File: config.mk
export PLATFORM = sky130hd
export DESIGN_NAME = acum_result_fifo
export DESIGN_NICKNAME = d
export VERILOG_FILES = /design/src/rtl/acum_pkg.sv /design/src/rtl/sat_counter.sv /design/src/rtl/acum_result_fifo.sv
export SDC_FILE = /design/constraint.sdc
export NUM_CORES = 1
export LEC_CHECK = 0
export CORE_MARGIN = 4
export CORE_UTILIZATION = 52
export DETAILED_ROUTE_END_ITERATION = 7
export HOLD_SLACK_MARGIN = 0.06
export PLACE_DENSITY = 0.82
export SETUP_SLACK_MARGIN = 0.5
export SLEW_MARGIN = 20
export SYNTH_ARGS = -nofsm -noshare
export SYNTH_HDL_FRONTEND = slang
export SYNTH_HIERARCHICAL = 1
export SYNTH_SLANG_ARGS = --single-unit
export TNS_END_PERCENT = 30
File: constraint.sdc
create_clock -name clk -period 2.5 [get_ports clk]
set_input_delay 0.5 -clock clk [delete_from_list [all_inputs] [get_ports clk]]
set_output_delay 0.5 -clock clk [all_outputs]
set_load 0.01 [all_outputs]
File: src/rtl/acum_pkg.sv
// Shared definitions for the accumulator result path.
package acum_pkg;

    localparam int unsigned ACUM_DATA_W  = 6;
    localparam int unsigned ACUM_ENTRY_W = ACUM_DATA_W + 1;

    // FIFO entry layout: overflow flag above the data bits.
    function automatic logic [ACUM_ENTRY_W-1:0] pack_entry(
        input logic                   ovf,
        input logic [ACUM_DATA_W-1:0] data
    );
        return {ovf, data};
    endfunction

    // Largest value a w-bit saturating counter may hold.
    function automatic logic [31:0] SAT_MAX(input int unsigned w);
        return (w >= 32) ? '1 : ((32'd1 << w) - 32'd1);
    endfunction

endpackage

File: src/rtl/sat_counter.sv
// Saturating up-counter: counts i_inc pulses and holds at its maximum.
module sat_counter
    import acum_pkg::*;
#(
    parameter int unsigned W = 8
) (
    input  logic         clk,
    input  logic         i_rst,
    input  logic         i_inc,
    output logic [W-1:0] o_cnt
);

    localparam logic [W-1:0] CNT_MAX = W'(SAT_MAX(W));

    // Count up on i_inc, stop at CNT_MAX, clear on reset.
    always_ff @(posedge clk) begin
        if (i_rst) begin
            o_cnt <= '0;
        end else if (i_inc && (o_cnt != CNT_MAX)) begin
            o_cnt <= o_cnt + W'(1);
        end
    end

endmodule

File: src/rtl/acum_result_fifo.sv
// First-word-fall-through FIFO for accumulator results, with drop and
// overflow-edge statistics.
module acum_result_fifo
    import acum_pkg::*;
#(
    parameter int unsigned DATA_W = ACUM_DATA_W,
    parameter int unsigned DEPTH  = 4,
    parameter int unsigned CNT_W  = 8
) (
    input  logic                     clk,
    input  logic                     i_rst,
    input  logic [DATA_W-1:0]        i_data,
    input  logic                     i_overflow,
    input  logic                     i_valid,
    input  logic                     i_ready,
    output logic [DATA_W:0]          o_data,
    output logic                     o_valid,
    output logic                     o_full,
    output logic                     o_empty,
    output logic [$clog2(DEPTH):0]   o_level,
    output logic [CNT_W-1:0]         o_drop_cnt,
    output logic [CNT_W-1:0]         o_ovf_cnt
);

    localparam int unsigned PTR_W   = $clog2(DEPTH);
    localparam int unsigned LVL_W   = PTR_W + 1;
    localparam int unsigned ENTRY_W = DATA_W + 1;

    logic [ENTRY_W-1:0] mem [DEPTH];
    logic [PTR_W-1:0]   rd_ptr;
    logic [PTR_W-1:0]   wr_ptr;
    logic [LVL_W-1:0]   level;
    logic               prev_ovf;

    logic pop;
    logic push;
    logic drop;
    logic ovf_edge;

    // Handshake decode; a full FIFO still accepts a write when it pops.
    always_comb begin
        pop      = o_valid & i_ready;
        push     = i_valid & (~o_full | pop);
        drop     = i_valid & o_full & ~pop;
        ovf_edge = i_valid & i_overflow & ~prev_ovf;
    end

    // Status and head entry, all straight from registers.
    always_comb begin
        o_full  = (level == LVL_W'(DEPTH));
        o_empty = (level == '0);
        o_valid = ~o_empty;
        o_level = level;
        o_data  = mem[rd_ptr];
    end

    // Storage write; held off during reset so a discarded result never lands.
    always_ff @(posedge clk) begin
        if (push && !i_rst) begin
            mem[wr_ptr] <= {i_overflow, i_data};
        end
    end

    // Pointers, occupancy and the last-sampled overflow flag.
    always_ff @(posedge clk) begin
        if (i_rst) begin
            rd_ptr   <= '0;
            wr_ptr   <= '0;
            level    <= '0;
            prev_ovf <= 1'b0;
        end else begin
            if (push) wr_ptr <= wr_ptr + PTR_W'(1);
            if (pop)  rd_ptr <= rd_ptr + PTR_W'(1);
            case ({push, pop})
                2'b10:   level <= level + LVL_W'(1);
                2'b01:   level <= level - LVL_W'(1);
                default: level <= level;
            endcase
            if (i_valid) prev_ovf <= i_overflow;
        end
    end

    sat_counter #(.W(CNT_W)) u_drop_cnt (
        .clk   (clk),
        .i_rst (i_rst),
        .i_inc (drop),
        .o_cnt (o_drop_cnt)
    );

    sat_counter #(.W(CNT_W)) u_ovf_cnt (
        .clk   (clk),
        .i_rst (i_rst),
        .i_inc (ovf_edge),
        .o_cnt (o_ovf_cnt)
    );

endmodule

==> flow_metrics.env, run 1 <==
export IMPL_synth_most_common_cell="edfxtp_1"
export IMPL_place_area_um2=2970
export IMPL_grt_usage_pct=16.4
export IMPL_numCtsBuffers=5
export IMPL_seq_area_frac_synth_pct=56.3
export IMPL_critPathLaunchType="flip-flop"
export IMPL_grt_start_max_net_pins=19
export IMPL_worstPathRequired_ns=2.00
export IMPL_cts_buffer_depth=2
export IMPL_reg2reg_from="o_level[1]"
export IMPL_crit_path_max_incr_delay_ns=0.49
export IMPL_core_um2=4410
export IMPL_grt_overflow=0
export IMPL_cts_root_buf="clkbuf_8"
export IMPL_grt_pass1_wl_um=7880
export IMPL_clock_latency_ns=0.31
export IMPL_hold_buffers=0
export IMPL_final_nets=268
export IMPL_synthesis_area_um2=2420
export IMPL_ys_seq_elements=54
export IMPL_drv_slew=0
export IMPL_die_x_um=76.2
export IMPL_syn_avg_cell_area_um2=12.7
export IMPL_ys_async_sr_fraction_pct=0
export IMPL_clkSinkCount=54
export IMPL_synth_cell_type_count=43
export IMPL_synthTopCellsByCount="edfxtp_1 (28), dfxtp_1 (26), a21oi_1 (14)"
export IMPL_synth_main_ff_cell="edfxtp_1"
export IMPL_worst_slack_ns=0.442
export IMPL_crit_chain="or3_4, clkdlybuf4s50_1"
export IMPL_fin_crit_sh_pct=82.3
export IMPL_arrival_ns=1.56
export IMPL_hold_path_depth=2
export IMPL_critPathSlowestCell="clkdlybuf4s50_1"
export IMPL_cts_htree_levels=2
export IMPL_fmax_ghz=0.486
export IMPL_vias_per_cell=5.57
export IMPL_reg2reg_slack_ns=0.51
export IMPL_initial_core_util_pct=54.7
export IMPL_tritoncts="built"
export IMPL_dp_hpwl_um=3210
export IMPL_synth_warnings=6
export IMPL_cp_max_fo=6
export IMPL_rsz0062_at_grt="true"
export IMPL_reg2reg_to="o_level[2]"
export IMPL_syn_nets=209
export IMPL_skew_ns=0.00914
export IMPL_path_class="flip-flop to output pin"
export IMPL_final_core_util_pct=70.3
export IMPL_hp_start="prev_ovf"
export IMPL_drt_antenna_violating_nets=0
export IMPL_min_path_type="flip-flop to flip-flop"
export IMPL_yosys_top_cells_area="edfxtp_1 (35%), dfxtp_1 (22%), mux4_2 (6.5%)"
export IMPL_vias=1681
export IMPL_netlist_top_cell_by_area="edfxtp_1"
export IMPL_die_area_um2=5800
export IMPL_drt_pass1_iter_count=4
export IMPL_rows=24
export IMPL_end_kind="output pin"
export IMPL_clk_pin_slew_ns=0.09
export IMPL_hold_violations=0
export IMPL_synth_top_area_share_pct=34.8
export IMPL_drtIter0Drc=75
export IMPL_numPortBuffers=39
export IMPL_num_antenna_cells=0
export IMPL_run_status="finished clean"
export IMPL_fin_crit_ns=2.06
export IMPL_gp_congestion=0.862
export IMPL_leakagePower_nw=1.12
export IMPL_setup_viol=0
export IMPL_fin_area_um2=3100
export IMPL_worstHoldEndpoint="prev_ovf"
export IMPL_drt_wirelength_per_cell_um=14.9
export IMPL_wl_um=4490
export IMPL_dpl_worst_slack_ns=-0.109
export IMPL_fp_dieH_um=76.2
export IMPL_ios=40
export IMPL_whs_ns=0.501
export IMPL_grt_antenna_before_repair=0
export IMPL_syn_to_final_growth_pct=28.4
export IMPL_drc_errors=0
export IMPL_p_per_area_nw_per_um2=738
export IMPL_synth_edff_count=28
export IMPL_grt_pass1_vias=1632
export IMPL_worst_slew_pin_slew_ns=0.567
export IMPL_drive_gt1_share_pct=24.8
export IMPL_synthCells=190
export IMPL_relSlewSlack_pct=62.1
export IMPL_ir_drop_uv=387
export IMPL_drv_cap=0
export IMPL_rr_worst_depth=9
-- per-layer routing --
metal	vias to the layer above	GRT usage (%)	share of wire [%]
li1	834	-	-
met1	786	22.4	46
met2	55	26.4	49
met3	6	3.90	4.0
met4	0	4.55	1.1
met5	-	0	0
-- power breakdown --
group / total (mW) / internal (mW) / switching, mW
clock: 0.598 / 0.306 / 0.292
combinational: 0.630 / 0.362 / 0.268
sequential: 1.06 / 1.00 / 0.0609
total: 2.29 / 1.67 / 0.622
-- through the flow --
step | power [mW] | instances | setup TNS [ns]
global route | 2.42 | 302 | 0
detailed placement | 1.72 | 291 | -0.109
global placement | 1.70 | 291 | -0.0623
floorplan | 1.42 | 190 | 0
finish | 2.29 | 302 | 0
CTS | 2.30 | 301 | 0
-- placed cells by master, fill, tap and decap left out, types with 3 or more instances in the layout --
cell / netlist / final
inv_1: 9 / 8
clkbuf_2: 0 / 3
dfxtp_2: 0 / 4
dfxtp_1: 26 / 22
xor2_1: 3 / 3
clkbuf_8: 0 / 5
and4_1: 4 / 4
a21oi_1: 14 / 14
a211oi_1: 4 / 4
nor2_1: 10 / 10
mux2i_1: 3 / 3
o21bai_1: 4 / 4
ha_1: 7 / 6
buf_4: 0 / 16
clkdlybuf4s50_1: 0 / 29
nand2b_1: 5 / 5
nor3_1: 4 / 4
nand4_1: 4 / 4
buf_6: 2 / 3
nor3b_1: 4 / 4
nand2_1: 12 / 12
edfxtp_1: 28 / 28
nand3_1: 4 / 4
mux4_2: 7 / 7
-- cells by family (layout without fill, tap and decap cells) --
kind of cell    Yosys count  in the layout  share of synthesized area (%)
compound gates           37             37                           10.8
flops                    54             54                           56.3
simple gates             60             60                           14.9
fa+ha+maj                 8              8                           4.45
buf+inv                  15             75                           3.00
mux                      13             13                           9.48
xor+xnor                  3              3                           1.09
-- worst max-delay path by stage --
| stage | startpoint | to | slack, ns | cells after the start |
|---|---|---|---|---|
| 3_3_place_gp | i_ready | o_level[2] | -0.06 | 10 |
| 5_1_grt | o_level[1] | o_level[2] | 0.39 | 9 |
| 2_1_floorplan | i_ready | o_level[2] | 0.42 | 9 |
| 4_1_cts | i_ready | o_level[2] | 0.35 | 10 |
| 6_report | o_level[1] | o_valid | 0.44 | 2 |
| 3_5_place_dp | i_ready | o_level[2] | -0.11 | 10 |
-- flip-flops by register name, summed over array words and instances, names as in the netlist, named ones only --
register	flops
prev_ovf	1
rd_ptr	2
u_drop_cnt/o_cnt	8
wr_ptr	2
o_level	3
u_ovf_cnt/o_cnt	8
mem	28
-- critical path: cells and delay by family (launching register included) --
kind	cells	cell delay [ns]
buffers and inverters	1	0.49
AND/OR/NAND/NOR	1	0.40
flip-flops	1	0.37
-- cell type report --
| cell class | count | area (um^2) |
|---|---|---|
| clock buffers | 5 | 68.8 |
| repair buffers | 57 | 509 |
| inverters | 10 | 37.5 |
| flip-flops and latches | 54 | 1370 |
| well taps | 52 | 65.1 |
| fillers | 310 | 1310 |
| clock inverters | 3 | 47.5 |
| multi-input cells | 121 | 1010 |
-- timing repair --
| action | CTS | global route |
|---|---|---|
| gates resized for setup | 21 | 14 |
| endpoints found under the hold margin | 0 | 0 |
| endpoints found under the setup margin | 14 | 21 |
| pin swaps | 1 | 2 |
| buffers inserted | 2 | 1 |
Note: power is estimated with default switching activity, not from simulation.
==> run 2: changes to the inputs <==
- CORE_UTILIZATION: 52 -> 47
- PLACE_DENSITY: 0.82 -> 0.79
- clock period: 2.5 -> 1.7 ns (I/O delays scaled with it)
==> run 2 against run 1 <==
The flow now finishes with violations (negative setup slack). Critical path depth rose by 7. Hold slack got worse by 0.029 ns. Wire length is 14% higher. Utilization is 0.21 points higher. Critical endpoint is now o_level[2]. Combinational power increased by 89%. Sequential share of layout area shrank 2.6 points. Register-to-register slack worse by 0.82 ns.
==> flow_metrics.env, run 2 (synthesis results as in run 1) <==
export IMPL_die_x_um=79.7
export IMPL_tritoncts="built"
export IMPL_grt_antenna_before_repair=0
export IMPL_grt_pass1_vias=1760
export IMPL_vias=1801
export IMPL_drt_antenna_violating_nets=0
export IMPL_clk_pin_slew_ns=0.10
export IMPL_syn_to_final_growth_pct=41.4
export IMPL_hold_violations=0
export IMPL_cts_root_buf="clkbuf_8"
export IMPL_grt_pass1_wl_um=8450
export IMPL_ff_latch_area_um2=1420
export IMPL_worst_slack_ns=-0.306
export IMPL_largest_register="mem"
export IMPL_drive_gt1_share_pct=51.7
export IMPL_dp_hpwl_um=3320
export IMPL_largestRegisters="mem (28), u_drop_cnt/o_cnt (8), u_ovf_cnt/o_cnt (8)"
export IMPL_place_area_um2=3110
export IMPL_worst_slew_pin_slew_ns=0.337
export IMPL_skew_ns=0.00256
export IMPL_multi_input_area_um2=1110
export IMPL_fin_crit_ns=2.01
export IMPL_critPathLaunchType="flip-flop"
export IMPL_worstPathRequired_ns=1.94
export IMPL_path_class="flip-flop to flip-flop"
export IMPL_drt_wirelength_per_cell_um=15.1
export IMPL_drtIter0Drc=125
export IMPL_crit_chain="nor4b_4, nor2b_2, inv_2, ha_4, inv_2, fa_2, xor2_1, or3_1, a21oi_1"
export IMPL_rows=25
export IMPL_clock_latency_ns=0.31
export IMPL_rsz0062_at_grt="true"
export IMPL_whs_ns=0.472
export IMPL_fp_dieH_um=79.7
export IMPL_die_area_um2=6350
export IMPL_power_total_mw=3.46
export IMPL_fmax_ghz=0.499
export IMPL_final_nets=289
export IMPL_crit_buf_inv=2
export IMPL_cts_htree_levels=2
export IMPL_crit_top_cell="inv_2"
export IMPL_grt_overflow=0
export IMPL_cp_max_fo=2
export IMPL_end_kind="flip-flop"
export IMPL_ios=40
export IMPL_critPathSlowestCell="dfxtp_2"
export IMPL_wl_um=5100
export IMPL_layout_commonest_cell="buf_4"
export IMPL_crit_path_max_incr_delay_ns=0.35
export IMPL_arrival_ns=2.25
export IMPL_cpLargestDelayFamily="simple AND/OR/NAND/NOR gates"
export IMPL_grt_start_max_net_pins=22
export IMPL_fin_crit_sh_pct=118
export IMPL_ir_drop_uv=418
export IMPL_layout_common_cells="buf_4 (29), edfxtp_1 (28), buf_6 (19)"
export IMPL_core_um2=4850
export IMPL_dp_cells=317
export IMPL_drv_slew=0
export IMPL_largest_reg_flops=28
export IMPL_clkSinkCount=54
export IMPL_num_antenna_cells=0
export IMPL_cp_startpoint="o_level[1]"
export IMPL_drc_errors=0
export IMPL_hp_start="u_ovf_cnt/o_cnt[5]"
export IMPL_grt_usage_pct=17.0
export IMPL_numCtsBuffers=5
export IMPL_reg2reg_from="o_level[1]"
export IMPL_failed_checks="negative setup slack"
export IMPL_initial_core_util_pct=49.8
export IMPL_run_status="finished, violations left"
export IMPL_fillCellCount=345
export IMPL_fin_area_um2=3420
export IMPL_min_path_type="flip-flop to flip-flop"
export IMPL_p_per_area_nw_per_um2=1010
export IMPL_finalNonFillerCells=338
export IMPL_gp_congestion=0.807
export IMPL_numPortBuffers=39
export IMPL_relSlewSlack_pct=77.5
export IMPL_drv_cap=0
export IMPL_leakagePower_nw=1.31
export IMPL_drt_pass1_iter_count=4
export IMPL_setup_viol=13
export IMPL_cts_buffer_depth=2
export IMPL_vias_per_cell=5.33
## run 2: through the flow
| step | setup WS (ns) | util [%] | setup TNS, ns |
|---|---|---|---|
| 3_5_place_dp | -0.775 | 64.1 | -14.26 |
| 2_1_floorplan | -0.229 | - | -1.40 |
| 4_1_cts | -0.288 | 68.4 | -0.946 |
| 3_3_place_gp | -0.689 | 64.1 | -13.71 |
| 6_report | -0.306 | 70.5 | -0.983 |
| 5_1_grt | -0.429 | 70.5 | -2.45 |
## run 2: timing repair
| action | CTS | global route |
|---|---|---|
| resized for setup | 170 | 16 |
| pin swaps | 20 | 11 |
| hold endpoints to repair | 0 | 0 |
| hold buffers | 0 | 0 |
| endpoints found under the setup margin | 82 | 72 |
| buffers inserted | 10 | 3 |
## run 2: power by group
group	total (mW)	leakage [nW]	internal, mW	switching (mW)
sequential	1.53	0.479	1.46	0.0713
combinational	1.19	0.784	0.684	0.504
clock	0.745	0.0491	0.304	0.441
total	3.46	1.31	2.45	1.02
## run 2: area by class of cell
| type | instances | share of cell area [%] |
|---|---|---|
| multi-input cells | 121 | 32.5 |
| flip-flops and latches | 54 | 41.5 |
| clock inverters | 3 | 0.769 |
| inverters | 10 | 1.17 |
| clock buffers | 5 | 2.01 |
| well taps | 67 | 2.45 |
| repair buffers | 78 | 19.6 |
## run 2: routing by layer
metal  GRT usage (%)  up-vias  wire length (um)
met2            30.6       43              2690
met5               0        -                 0
li1                -      869                 -
met4            5.15        0                69
met3            3.50        7               236
met1            20.2      882              2100
## run 2: worst paths after layout
check	to	slack, ns	cells past startpoint
min	u_ovf_cnt/o_cnt[5]	0.47	1
max reg2reg	o_level[2]	-0.31	9
max	o_level[2]	-0.31	9
min reg2reg	u_ovf_cnt/o_cnt[5]	0.47	1
## run 2: worst register-to-register path, delay by kind of cell, from the launching register on
kind / cells / cell delay (ns)
and+or+nand+nor: 3 / 0.70
buffers and inverters: 2 / 0.12
adders and majority gates: 2 / 0.47
DFF: 1 / 0.35
xor gates and xnor gates: 1 / 0.16
AOI/OAI and AO/OA: 1 / 0.13
